**src/rtl/matrix_pkg.sv**
```systemverilog
// Shared constants, enums and character helpers for the matrix ingest/egress datapath.
package matrix_pkg;

   localparam int DATA_WIDTH = 8;
   localparam int MAX_SIZE   = 5;
   localparam int IDX_W      = 5;

   localparam logic [7:0] ASC_0  = 8'h30;
   localparam logic [7:0] ASC_9  = 8'h39;
   localparam logic [7:0] ASC_SP = 8'h20;
   localparam logic [7:0] ASC_CR = 8'h0D;
   localparam logic [7:0] ASC_LF = 8'h0A;

   typedef enum logic [1:0] {
      ERR_NONE = 2'd0,
      ERR_OVF  = 2'd1,
      ERR_DIM  = 2'd2,
      ERR_CHR  = 2'd3
   } err_code_e;

   typedef enum logic [2:0] {
      ST_IDLE      = 3'd0,
      ST_GET_M     = 3'd1,
      ST_GET_N     = 3'd2,
      ST_GET_ELEM  = 3'd3,
      ST_ERR_FLUSH = 3'd4
   } parse_state_e;

   function automatic logic is_digit(input logic [7:0] c);
      return (c >= ASC_0) && (c <= ASC_9);
   endfunction

   function automatic logic is_delim(input logic [7:0] c);
      return (c == ASC_SP) || (c == ASC_CR) || (c == ASC_LF);
   endfunction

endpackage

```
**src/rtl/ascii_dec_accum.sv**
```systemverilog
// Classifies received bytes and accumulates a decimal token; flags overflow on the
// offending digit and signals token end on the delimiter that closes a digit run.
module ascii_dec_accum
   import matrix_pkg::*;
(
   input  logic                  clk,
   input  logic                  rst,
   input  logic [7:0]            rx_data,
   input  logic                  rx_valid,
   input  logic                  clear,
   output logic                  digit,
   output logic                  illegal,
   output logic                  tok_end,
   output logic                  ovf,
   output logic [DATA_WIDTH+1:0] acc
);

   localparam int ACC_W   = DATA_WIDTH + 2;
   localparam int EXT_W   = ACC_W + 4;
   localparam int MAX_VAL = (1 << DATA_WIDTH) - 1;

   logic [ACC_W-1:0] acc_r;
   logic             in_tok_r;
   logic             dig_s;
   logic             del_s;
   logic [EXT_W-1:0] acc_x_s;

   assign dig_s   = is_digit(rx_data);
   assign del_s   = is_delim(rx_data);
   assign digit   = dig_s;
   assign illegal = !dig_s && !del_s;
   assign tok_end = rx_valid && del_s && in_tok_r;
   assign ovf     = rx_valid && dig_s && (acc_x_s > EXT_W'(MAX_VAL));
   assign acc     = acc_r;

   // acc*10 + digit as shift-add; the low nibble of an ASCII digit is its value
   always_comb begin
      acc_x_s = ({4'b0000, acc_r} << 3'd3) + ({4'b0000, acc_r} << 3'd1)
              + {{(EXT_W-4){1'b0}}, rx_data[3:0]};
   end

   // Token accumulator: any non-digit byte terminates the current run
   always_ff @(posedge clk) begin
      if (rst) begin
         acc_r    <= {ACC_W{1'b0}};
         in_tok_r <= 1'b0;
      end else if (clear) begin
         acc_r    <= {ACC_W{1'b0}};
         in_tok_r <= 1'b0;
      end else if (rx_valid && dig_s) begin
         acc_r    <= acc_x_s[ACC_W-1:0];
         in_tok_r <= 1'b1;
      end else if (rx_valid) begin
         acc_r    <= {ACC_W{1'b0}};
         in_tok_r <= 1'b0;
      end else begin
         acc_r    <= acc_r;
         in_tok_r <= in_tok_r;
      end
   end

endmodule

```
**src/rtl/uart_to_matrix.sv**
```systemverilog
// Parses "m n e0 .. e(m*n-1)" ASCII decimal text from the UART receiver into a
// row-major element write stream plus matrix dimensions.
module uart_to_matrix
   import matrix_pkg::*;
(
   input  logic                  clk,
   input  logic                  rst,
   input  logic [7:0]            rx_data,
   input  logic                  rx_valid,
   output logic                  wr_en,
   output logic [IDX_W-1:0]      wr_idx,
   output logic [DATA_WIDTH-1:0] wr_data,
   output logic [2:0]            row_valid,
   output logic [2:0]            col_valid,
   output logic                  frame_done,
   output logic                  err,
   output logic [1:0]            err_code,
   output logic                  busy
);

   localparam int ACC_W = DATA_WIDTH + 2;
   localparam int TOT_W = IDX_W + 1;

   parse_state_e state_r, state_nx;
   err_code_e    err_nx_s;

   logic                  digit_s, illegal_s, tok_end_s, ovf_s, clear_s;
   logic [ACC_W-1:0]      acc_s;
   logic                  dim_ok_s, last_s;
   logic                  err_set_s, acc_m_s, acc_n_s, wr_s, done_s;
   logic [2:0]            m_r;
   logic [TOT_W-1:0]      total_r;
   logic [IDX_W-1:0]      cnt_r;
   logic                  wr_en_r, frame_done_r, err_r, busy_r;
   logic [IDX_W-1:0]      wr_idx_r;
   logic [DATA_WIDTH-1:0] wr_data_r;
   logic [2:0]            row_r, col_r;
   logic [1:0]            err_code_r;

   ascii_dec_accum u_accum (
      .clk      (clk),
      .rst      (rst),
      .rx_data  (rx_data),
      .rx_valid (rx_valid),
      .clear    (clear_s),
      .digit    (digit_s),
      .illegal  (illegal_s),
      .tok_end  (tok_end_s),
      .ovf      (ovf_s),
      .acc      (acc_s)
   );

   assign dim_ok_s = (acc_s >= ACC_W'(1)) && (acc_s <= ACC_W'(MAX_SIZE));
   assign last_s   = ({1'b0, cnt_r} == (total_r - TOT_W'(1)));
   assign clear_s  = err_set_s || (state_r == ST_ERR_FLUSH);

   // Next state and per-byte event strobes; an error on an LF needs no flush
   always_comb begin
      state_nx  = state_r;
      err_set_s = 1'b0;
      err_nx_s  = ERR_NONE;
      acc_m_s   = 1'b0;
      acc_n_s   = 1'b0;
      wr_s      = 1'b0;
      done_s    = 1'b0;
      if (state_r == ST_ERR_FLUSH) begin
         if (rx_valid && (rx_data == ASC_LF)) state_nx = ST_IDLE;
         else                                 state_nx = state_r;
      end else if (rx_valid && illegal_s) begin
         err_set_s = 1'b1;
         err_nx_s  = ERR_CHR;
         state_nx  = ST_ERR_FLUSH;
      end else if (ovf_s) begin
         err_set_s = 1'b1;
         err_nx_s  = ERR_OVF;
         state_nx  = ST_ERR_FLUSH;
      end else if (tok_end_s) begin
         case (state_r)
            ST_GET_M, ST_GET_N: begin
               if (dim_ok_s) begin
                  acc_m_s  = (state_r == ST_GET_M);
                  acc_n_s  = (state_r == ST_GET_N);
                  state_nx = (state_r == ST_GET_M) ? ST_GET_N : ST_GET_ELEM;
               end else begin
                  err_set_s = 1'b1;
                  err_nx_s  = ERR_DIM;
                  state_nx  = (rx_data == ASC_LF) ? ST_IDLE : ST_ERR_FLUSH;
               end
            end
            ST_GET_ELEM: begin
               wr_s = 1'b1;
               if (last_s) begin
                  done_s   = 1'b1;
                  state_nx = ST_IDLE;
               end else begin
                  state_nx = state_r;
               end
            end
            default: state_nx = state_r;
         endcase
      end else if (rx_valid && digit_s && (state_r == ST_IDLE)) begin
         state_nx = ST_GET_M;
      end else begin
         state_nx = state_r;
      end
   end

   // State, dimension/count bookkeeping and registered outputs
   always_ff @(posedge clk) begin
      if (rst) begin
         state_r      <= ST_IDLE;
         m_r          <= 3'd0;
         total_r      <= {TOT_W{1'b0}};
         cnt_r        <= {IDX_W{1'b0}};
         wr_en_r      <= 1'b0;
         wr_idx_r     <= {IDX_W{1'b0}};
         wr_data_r    <= {DATA_WIDTH{1'b0}};
         row_r        <= 3'd0;
         col_r        <= 3'd0;
         frame_done_r <= 1'b0;
         err_r        <= 1'b0;
         err_code_r   <= 2'd0;
         busy_r       <= 1'b0;
      end else begin
         state_r      <= state_nx;
         wr_en_r      <= wr_s;
         frame_done_r <= done_s;
         err_r        <= err_set_s;
         busy_r       <= (state_nx != ST_IDLE);
         if (err_set_s) err_code_r <= err_nx_s;
         if (acc_m_s)   m_r <= acc_s[2:0];
         if (acc_n_s) begin
            row_r   <= m_r;
            col_r   <= acc_s[2:0];
            total_r <= TOT_W'(m_r) * TOT_W'(acc_s[2:0]);
            cnt_r   <= {IDX_W{1'b0}};
         end else if (wr_s) begin
            cnt_r   <= cnt_r + IDX_W'(1);
         end
         if (wr_s) begin
            wr_idx_r  <= cnt_r;
            wr_data_r <= acc_s[DATA_WIDTH-1:0];
         end
      end
   end

   assign wr_en      = wr_en_r;
   assign wr_idx     = wr_idx_r;
   assign wr_data    = wr_data_r;
   assign row_valid  = row_r;
   assign col_valid  = col_r;
   assign frame_done = frame_done_r;
   assign err        = err_r;
   assign err_code   = err_code_r;
   assign busy       = busy_r;

endmodule

```
**config.mk**
```make
export PLATFORM = sky130hd
export DESIGN_NAME = uart_to_matrix
export DESIGN_NICKNAME = d
export VERILOG_FILES = /design/src/rtl/matrix_pkg.sv /design/src/rtl/ascii_dec_accum.sv /design/src/rtl/uart_to_matrix.sv
export SDC_FILE = /design/constraint.sdc
export NUM_CORES = 1
export LEC_CHECK = 0
export BUFFER_PORTS_ARGS = -buffer_cell sky130_fd_sc_hd__buf_2
export CORE_ASPECT_RATIO = 0.5
export CORE_MARGIN = 2
export CORE_UTILIZATION = 59
export DETAILED_ROUTE_END_ITERATION = 16
export PLACE_DENSITY = 0.76
export RECOVER_POWER = 25
export SETUP_SLACK_MARGIN = 0.3
export SLEW_MARGIN = 15
export SYNTH_ARGS = -nofsm -noshare
export SYNTH_HDL_FRONTEND = slang
export SYNTH_SLANG_ARGS = --single-unit
```
**constraint.sdc**
```tcl
create_clock -name clk -period 4.34 [get_ports clk]
set_input_delay 1.085 -clock clk [delete_from_list [all_inputs] [get_ports clk]]
set_output_delay 1.085 -clock clk [all_outputs]
set_load 0.01 [all_outputs]
```
== Word level (Yosys, flattened, before mapping) ==
Index checks and enable logic that the tools add are counted.
Word-level totals
  RAM bits: 0
  flip-flop bits (word level): 53
  memories kept: 0
  output and inout bits: 25
  bits in read-only memories: 0
  latch bits: 0
  logic and storage cells: 102
  input port bits: 11
Operators by class
  mux-type cells: 45
  order comparisons: 5
  shift-type cells: 0
  multipliers: 1
  divide/modulo/power cells: 0
  reduce and logical (&&, ||, !) cells: 22
  eq/ne operators: 8
  bitwise operators: 2
  add/sub/neg operators: 4
Operator list (count)
  2-to-1 mux 1 bit: 27
  2-to-1 mux 3 bit: 9
  2-to-1 mux 10 bit: 2
  == test 8 x 4 -> 1 bit, second input constant: 2
  adder 13 x 11 -> 14 bit: 1
  adder 14 x 4 -> 14 bit: 1
  > comparator 14 x 8 -> 1 bit, second input constant: 1
  2-to-1 mux 2 bit: 6
  >= comparator 10 x 1 -> 1 bit, second input constant: 1
  less-or-equal comparator 10 x 3 -> 1 bit, second input constant: 1
  logical AND 1 bit: 10
  == test 8 x 6 -> 1 bit, second input constant: 1
  >= comparator 8 x 6 -> 1 bit, second input constant: 1
  less-or-equal comparator 8 x 6 -> 1 bit, second input constant: 1
  == test 3 x 2 -> 1 bit, second input constant: 2
  == test 5 x 6 -> 1 bit: 1
  multiplier 3 x 3 -> 6 bit: 1
  case mux 3 bit (2 select lines): 1
  OR reduction 2 bit: 3
  OR reduction 6 bit: 1
  subtractor 6 x 1 -> 6 bit, second input constant: 1
  adder 5 x 1 -> 5 bit, second input constant: 1
  == test 3 x 1 -> 1 bit, second input constant: 1
  == test 3 bit, second input constant: 1
  other kinds (6): 10

== Longest topological paths before layout ==
Gate-level depths: netlist of run 1.
  depth after elaboration: 11
  gate-level depth with buffers: 13
  gate-level depth less buffers: 11

== Cells and area by module ==
A second synthesis of run 1 with hierarchy kept.
Second synthesis, totals
  cells, all modules: 367
  area total of the unflattened synthesis: 3118.0 um2
Modules (own cells, without submodules)
  uart_to_matrix: seq. area each 840.8 um2, cells each 234, times used 1, area each 2028.2 um2
  ascii_dec_accum: seq. area each 220.2 um2, cells each 133, times used 1, area each 1089.8 um2

== Worst setup path after synthesis of run 1 ==
No wires, ideal clock.
  path kind: input-to-reg
  start: input port rx_data[3]
  end: register u_accum.in_tok_r
  buffers on the path: 1
  setup time: 66 ps
  path slack: 707 ps
  data arrival time: 3567 ps
  stages: 11
  data required time: 4274 ps
  cell sequence: inv_1 -> fa_1 -> fa_1 -> nand2b_1 -> a21oi_2 -> a21oi_1 -> mux2_2 -> o41ai_4 -> nand3_2 -> buf_6 -> a21oi_2
On the way
  longest elaborated chain between the ends: 11
  elaborated cells on any way between the ends: 26
  classes of those cells: add/sub (1); order compare (3); eq/ne (3); mux (5); reduce/logical (14)
Ends and longest elaborated chain
  start: declaration: RTL line uart_to_matrix.sv:8  | input logic [7:0] rx_data,
  branches (longest 11 deep; another with adder 14 x 4 -> 14 bit)
  end signal: assignment: RTL line ascii_dec_accum.sv:58  | in_tok_r <= in_tok_r;
  end: declaration: RTL line ascii_dec_accum.sv:23  | logic in_tok_r;
Parallel ways; which one is timed is not known.
A chain may end at the register's enable or synchronous reset.

== Worst setup path after layout of run 1 ==
  start: input port rx_data[3]
  end: register u_accum.acc_r[9], in the netlist u_accum.acc[9]
On the way
  longest elaborated chain between the ends: 11
  elaborated cells on any way between the ends: 26
  classes of those cells: add/sub (1); order compare (3); eq/ne (3); mux (5); reduce/logical (14)
Ends and longest elaborated chain
  branches (longest 11 deep; another with adder 14 x 4 -> 14 bit)
  end signal: assignment: RTL line ascii_dec_accum.sv:51  | acc_r <= acc_x_s[ACC_W-1:0];
  end signal: assignment: RTL line ascii_dec_accum.sv:54  | acc_r <= {ACC_W{1'b0}};
  end signal: assignment: RTL line ascii_dec_accum.sv:57  | acc_r <= acc_r;
  end: declaration: RTL line ascii_dec_accum.sv:22  | logic [ACC_W-1:0] acc_r;
Parallel ways; which one is timed is not known.

==> reports/metrics.csv, run 1 <==
stage,metric,value,unit
floorplan,row count,18,
sta,worst relative slew slack,0.4868,
clocking,postcts setup bufs,0,
setup_path,crit path max fanout,11,
power_and_ir_drop,Max IR drop VDD,0.1988,mV
setup_path,kind of critical path,in2reg,
floorplan,Die Y-Extent,55.84,microns
floorplan,Starting Density,0.6285,
setup_path,crit path capture type,flop,
logic_synthesis,unique cell type count in the Yosys netlist,58,
clocking,clk root buf,clkbuf_8,
final_layout,Post-Layout Cell Count,470,
clocking,H-Tree Depth,2,
floorplan,Die X,107.7,microns
final_layout,ANT cells,0,
setup_path,slowest CP cell,fa_1,
routing,TritonRoute pass-1 iters,4,
logic_synthesis,mean area per synthesized cell,8.523,sq um
hold_path,Tightest Hold Check Type,reg2reg,
routing,Via density,5.834,
final_layout,Fillers,435,
floorplan,Die ar.,6012,sq um
clocking,CTS tree,built,
power_and_ir_drop,Psw,0.1938,mW
routing,routed len/inst,14.93,microns
place,dpl cell area,3366,sq um
global_routing,grt total ovfl,0,
run,max_cap viols,0,
logic_synthesis,Synthesized Nets,413,
sta,Final Hold Slack,0.4609,ns
power_and_ir_drop,Leakage,1.403,nW
final_layout,"Design Area, Final",3470,sq um
sta,Final Setup Violations,0,
logic_synthesis,Most used DFF post-synth,dfxtp_1,
routing,DR iter-0 viols,194,
logic_synthesis,Cells after Synth,372,
sta,Final Max Tran Viols,0,
power_and_ir_drop,Pwr Density,256.4,nW/um^2
global_routing,initial antenna violation count,0,
sta,fmax,0.2627,GHz
clocking,clock transition at the registers of the reported paths,0.10,ns
routing,number of nets with antenna violations after routing,0,
logic_synthesis,Ys Warns,0,
place,number of I/O port buffers,35,
power_and_ir_drop,logic gate share of total power,0.058,
global_routing,largest net degree at the start of global routing,35,
logic_synthesis,"FF+latch count, synth",53,
final_layout,Layout area overhead,9.432,%
setup_path,CP startpoint kind,input pin,
logic_synthesis,"FFs w/ async S/R, synth",0,
place,routability-driven placement congestion ratio,0.9172,
logic_synthesis,Mapped Area,3171,sq um
clocking,deepest clock path buffer count,2,
sta,worst clock skew,0.009506,ns
status,status,"complete, no violations",
floorplan,io pins,36,
sta,unrepaired setup endpoints after global routing,true,
sta,Tcrit/Tclk final,0.8771,
setup_path,Worst path most repeated cell,fa_1,
setup_path,crit-path max cell delay,0.52,ns
sta,"Hold Vio Cnt, Final",0,
power_and_ir_drop,Switching Fraction,0.2178,
routing,Post-Route WL,7.018,mm
power_and_ir_drop,sequential power share,0.553,
global_routing,Total GRT Usage,0.2434,
final_layout,NumNets Final,440,
logic_synthesis,Post-synth EDFFs,0,
floorplan,Core Footprint,5045,sq um
sta,Worst-Margin Slew,0.7673,ns
power_and_ir_drop,clock share of power,0.390,
setup_path,Worst EP required,4.58,ns
final_layout,share of layout cells above drive strength 1,0.1025,
setup_path,crit path DAT,4.04,ns
place,Placed Instances,462,
routing,DRC errors left,0,
clocking,TritonCTS Sinks,53,
power_and_ir_drop,internal power,0.6958,mW
clocking,latest clock arrival within the worst-skew pair,0.31,ns
logic_synthesis,register area share after synthesis,0.3346,
setup_path,crit path cell chain,"buf_2, inv_1, fa_1, fa_1, nand2b_1, a21oi_2, a21oi_1, mux2_2, o41ai_4, nand3_4, nor2_1",
place,Post-DP HPWL,5.351,mm
global_routing,vias in the first global route,2530,
final_layout,final core occ,0.6877,
global_routing,global-route wire length before repair,11.88,mm
sta,Post-Route Setup TNS,0,ns
clocking,cts bufs inserted,5,
sta,post-route minimum period,3.807,ns
routing,vias,2742,
-- layout by cell type, fill, tap and decap left out, types with 12 or more instances in the layout --
master	instances
dfxtp_1	53
nand2_1	49
nor2_1	37
a21oi_1	35
ha_1	26
clkbuf_1	19
buf_2	16
inv_1	15
mux2i_1	12
-- per-layer routing --
layer / up-vias / track usage / wire length, microns
li1: 1369 / - / -
met1: 1315 / 0.3404 / 3332
met2: 54 / 0.3998 / 3388
met3: 4 / 0.04215 / 274
met4: 0 / 0.04579 / 23
met5: - / 0 / 0
-- cells in the mapped netlist (2+ instances only) --
master	n	area share
dfxtp_1	53	0.33
a211oi_1	5	0.012
nor4_1	3	0.0059
a22oi_1	6	0.014
o211ai_1	6	0.014
xor2_1	7	0.019
buf_6	2	0.0071
and2_1	7	0.014
nor3_1	8	0.013
nand3_1	5	0.0079
mux2_2	2	0.0071
clkbuf_1	11	0.013
or3_1	2	0.0039
a21o_1	6	0.014
fa_1	4	0.025
nand4_1	7	0.014
and3_1	2	0.0039
ha_1	26	0.10
nand2b_1	7	0.014
buf_2	3	0.0047
nor2b_1	3	0.0059
inv_1	15	0.018
o21ai_0	8	0.013
a21oi_1	35	0.055
nand2_1	49	0.058
xnor2_1	8	0.022
nor2_1	37	0.044
a21oi_2	2	0.0055
mux2i_1	12	0.038
a32oi_1	2	0.0055
o22ai_1	2	0.0039
-- cell families (layout without fill, tap and decap cells) --
logic type / count (synthesis) / in the layout / share of synthesized area
buf+inv: 33 / 61 / 0.04498
mux: 14 / 14 / 0.04499
xor+xnor: 15 / 15 / 0.04144
simple gates: 141 / 141 / 0.2171
flops: 53 / 53 / 0.3346
fa+ha+maj: 30 / 30 / 0.1279
compound gates: 86 / 86 / 0.1890
-- area by class of cell --
cell class | instances | area (sq um) | area share
clock buffer | 6 | 82.58 | 0.02380
clock inverter | 2 | 37.54 | 0.01082
inverter | 16 | 60.06 | 0.01731
multi-input combinational | 286 | 1974 | 0.5691
sequential | 53 | 1061 | 0.3058
tap | 70 | 87.58 | 0.02524
timing repair buffer | 37 | 166.4 | 0.04796
-- stage by stage --
step	worst slack, ns	power [mW]
2_1_floorplan	0.7072	0.5376
3_5_place_dp	0.1643	0.5538
4_1_cts	0.4811	0.8942
3_3_place_gp	0.3135	0.5519
5_1_grt	0.2854	0.9197
6_report	0.5334	0.8895
-- state kept, by name (all words and copies together), names as in the netlist --
signal / flops
err_code: 2
wr_en: 1
cnt_r: 5
wr_idx: 5
err: 1
wr_data: 8
u_accum.in_tok_r: 1
m_r: 3
busy: 1
col_valid: 3
total_r: 6
u_accum.acc: 10
row_valid: 3
frame_done: 1
state_r: 3
-- critical path: cells and delay by family --
family / cells / cell delay (ns)
adders and majority gates: 2 / 0.97
AOI/OAI and AO/OA: 3 / 0.84
and+or+nand+nor: 3 / 0.62
muxes: 1 / 0.31
buffers and inverters: 2 / 0.20
-- path summary, 6_finish.rpt --
check                                                   end                        start  slack, ns  cells past startpoint
worst max-delay path            u_accum.acc[9]$_SDFFE_PP0P_                   rx_data[3]       0.53                     11
worst min-delay path                wr_data[6]$_SDFFE_PP0P_      wr_data[6]$_SDFFE_PP0P_       0.46                      2
worst max register to register  u_accum.acc[9]$_SDFFE_PP0P_  u_accum.acc[1]$_SDFFE_PP0P_       0.99                     11
worst min register to register      wr_data[6]$_SDFFE_PP0P_      wr_data[6]$_SDFFE_PP0P_       0.46                      2
-- power groups by stage --
stage | combinational, mW | clock [mW] | sequential (mW)
6_report | 0.0512 | 0.347 | 0.492
5_1_grt | 0.0560 | 0.371 | 0.492
4_1_cts | 0.0509 | 0.352 | 0.492
3_5_place_dp | 0.0507 | 0 | 0.503
3_3_place_gp | 0.0490 | 0 | 0.503
2_1_floorplan | 0.0337 | 0 | 0.504
-- timing repair --
| action | CTS | global route |
|---|---|---|
| endpoints found under the setup margin | 0 | 7 |
| hold endpoints to repair | 0 | 0 |
| gates resized for setup | 0 | 1 |
| hold buffers | 0 | 0 |
Note: power is estimated with default switching activity, not from simulation.
==> run 2, diff against run 1 <==
- CORE_UTILIZATION: 59 -> 63
- PLACE_DENSITY: 0.76 -> 0.81
- RECOVER_POWER: 25 -> 50
- clock period: 4.34 -> 4.4 ns (I/O delays scaled with it)
==> run 2 against run 1 <==
Setup slack improved by 0.016 ns; largest power group unchanged; worst hold slack got worse by 0.0021 ns; sequential power shrank 1%; highest routed layer unchanged; first-iteration DRC count shrank 25%; count of clock-buffer cells in the layout shrank 1; flip-flop and latch count stayed put; final cell count fell by 0.43%.
==> reports/metrics.csv, run 2 (synthesis gave the netlist of run 1 again) <==
stage,metric,value,unit
global_routing,global-route wire length before repair,11.64,mm
final_layout,sequential cell area,1061,sq um
power_and_ir_drop,Leakage,1.342,nW
final_layout,max FFs per register,10,
sta,worst clock skew,0.009686,ns
global_routing,vias in the first global route,2579,
place,routability-driven placement congestion ratio,0.8561,
routing,routed len/inst,14.81,microns
power_and_ir_drop,Pwr Density,252.6,nW/um^2
floorplan,Die X,104.3,microns
sta,Worst-Margin Slew,1.211,ns
final_layout,final core occ,0.7012,
clocking,hold_buf cts,0,
sta,unrepaired setup endpoints after global routing,false,
setup_path,crit path DAT,4.09,ns
sta,Final Hold Slack,0.4589,ns
floorplan,Die ar.,5651,sq um
clocking,cts bufs inserted,5,
power_and_ir_drop,Max IR drop VDD,0.1742,mV
sta,Final Setup Violations,0,
run,max_cap viols,0,
global_routing,Total GRT Usage,0.2598,
sta,"Hold Vio Cnt, Final",0,
sta,Tcrit/Tclk final,0.8751,
clocking,H-Tree Depth,2,
place,Post-DP HPWL,5.203,mm
floorplan,Die Y-Extent,54.17,microns
sta,Final Max Tran Viols,0,
clocking,clk root buf,clkbuf_8,
clocking,TritonCTS Sinks,53,
clocking,deepest clock path buffer count,2,
routing,vias,2768,
setup_path,CP startpoint kind,input pin,
setup_path,Worst EP required,4.64,ns
setup_path,kind of critical path,in2reg,
final_layout,most frequent cells in the layout,"53 x dfxtp_1, 49 x nand2_1, 37 x nor2_1, 35 x a21oi_1",
floorplan,Starting Density,0.6487,
setup_path,crit path capture type,flop,
clocking,clock transition at the registers of the reported paths,0.10,ns
place,Placed Instances,460,
final_layout,area occupied by multi-input gates,1961,sq um
clocking,post-CTS sizing,0,
sta,Post-Route Setup TNS,0,ns
global_routing,largest net degree at the start of global routing,35,
routing,DRC errors left,0,
sta,worst relative slew slack,0.1883,
final_layout,Fillers,410,
final_layout,ANT cells,0,
clocking,CTS tree,built,
hold_path,Tightest Hold Check Type,reg2reg,
global_routing,grt total ovfl,0,
clocking,postcts setup bufs,0,
routing,Post-Route WL,6.932,mm
global_routing,initial antenna violation count,0,
clocking,latest clock arrival within the worst-skew pair,0.31,ns
final_layout,Post-Layout Cell Count,468,
sta,post-route minimum period,3.850,ns
floorplan,Core Footprint,4887,sq um
setup_path,crit path max fanout,11,
final_layout,"commonest non-fill, non-tap cell in the layout",dfxtp_1,
sta,fmax,0.2597,GHz
routing,Via density,5.915,
final_layout,NumNets Final,438,
floorplan,io pins,36,
final_layout,share of layout cells above drive strength 1,0.08040,
power_and_ir_drop,Pwr Total,0.8657,mW
routing,TritonRoute pass-1 iters,4,
routing,DR iter-0 viols,145,
place,number of I/O port buffers,35,
status,status,"complete, no violations",
routing,number of nets with antenna violations after routing,0,
floorplan,row count,18,
final_layout,Layout area overhead,8.090,%
run 2: changes by cell type in the layout (fill, tap and decap cells not counted):
cell	delta
buf_2	-7
clkbuf_1	+7
buf_4	-2
clkbuf_8	-1
clkinv_4	+1
nand3_2	+1
nand3_4	-1
nor3_2	+1
nor3_4	-1
run 2: layout make-up:
class | count | share of cell area
clock buffer | 5 | 0.02008
clock inverter | 3 | 0.01351
inverter | 16 | 0.01752
multi-input combinational | 286 | 0.5721
sequential | 53 | 0.3096
tap | 70 | 0.02556
timing repair buffer | 35 | 0.04162
run 2: metal layers:
metal,share of wire,up-vias,wire (microns),track usage
met3,0.059,14,409,0.05085
met1,0.44,1314,3042,0.3255
met4,0.016,0,110,0.09009
li1,-,1364,-,-
met2,0.49,76,3369,0.4641
met5,0,-,0,0
run 2: power by group:
part / total [mW] / switching [mW] / internal (mW)
Combinational: 0.0493 / 0.0317 / 0.0176
Clock: 0.331 / 0.161 / 0.170
Sequential: 0.485 / 0.00235 / 0.483
run 2: stage by stage:
stage | cell area (sq um) | setup WS (ns)
5_1_grt | 3427 | 0.3355
3_3_place_gp | 3351 | 0.3495
6_report | 3427 | 0.5496
4_1_cts | 3466 | 0.5541
3_5_place_dp | 3351 | 0.2495
2_1_floorplan | 3171 | 0.7522
run 2: final timing paths:
| path | cells past startpoint | slack [ns] | endpoint | startpoint |
|---|---|---|---|---|
| max | 11 | 0.55 | u_accum.in_tok_r$_SDFFE_PP0P_ | rx_data[3] |
| min | 2 | 0.46 | wr_data[1]$_SDFFE_PP0P_ | wr_data[1]$_SDFFE_PP0P_ |
| max reg2reg | 10 | 0.82 | u_accum.in_tok_r$_SDFFE_PP0P_ | u_accum.acc[2]$_SDFFE_PP0P_ |
| min reg2reg | 2 | 0.46 | wr_data[1]$_SDFFE_PP0P_ | wr_data[1]$_SDFFE_PP0P_ |
run 2: worst max-delay path: stages:
cell	delay, ns
buf_2	0.13
inv_1	0.07
fa_1	0.52
fa_1	0.45
nand2b_1	0.20
a21oi_2	0.22
a21oi_1	0.10
mux2_2	0.30
o41ai_4	0.46
nand3_2	0.33
a21oi_2	0.20
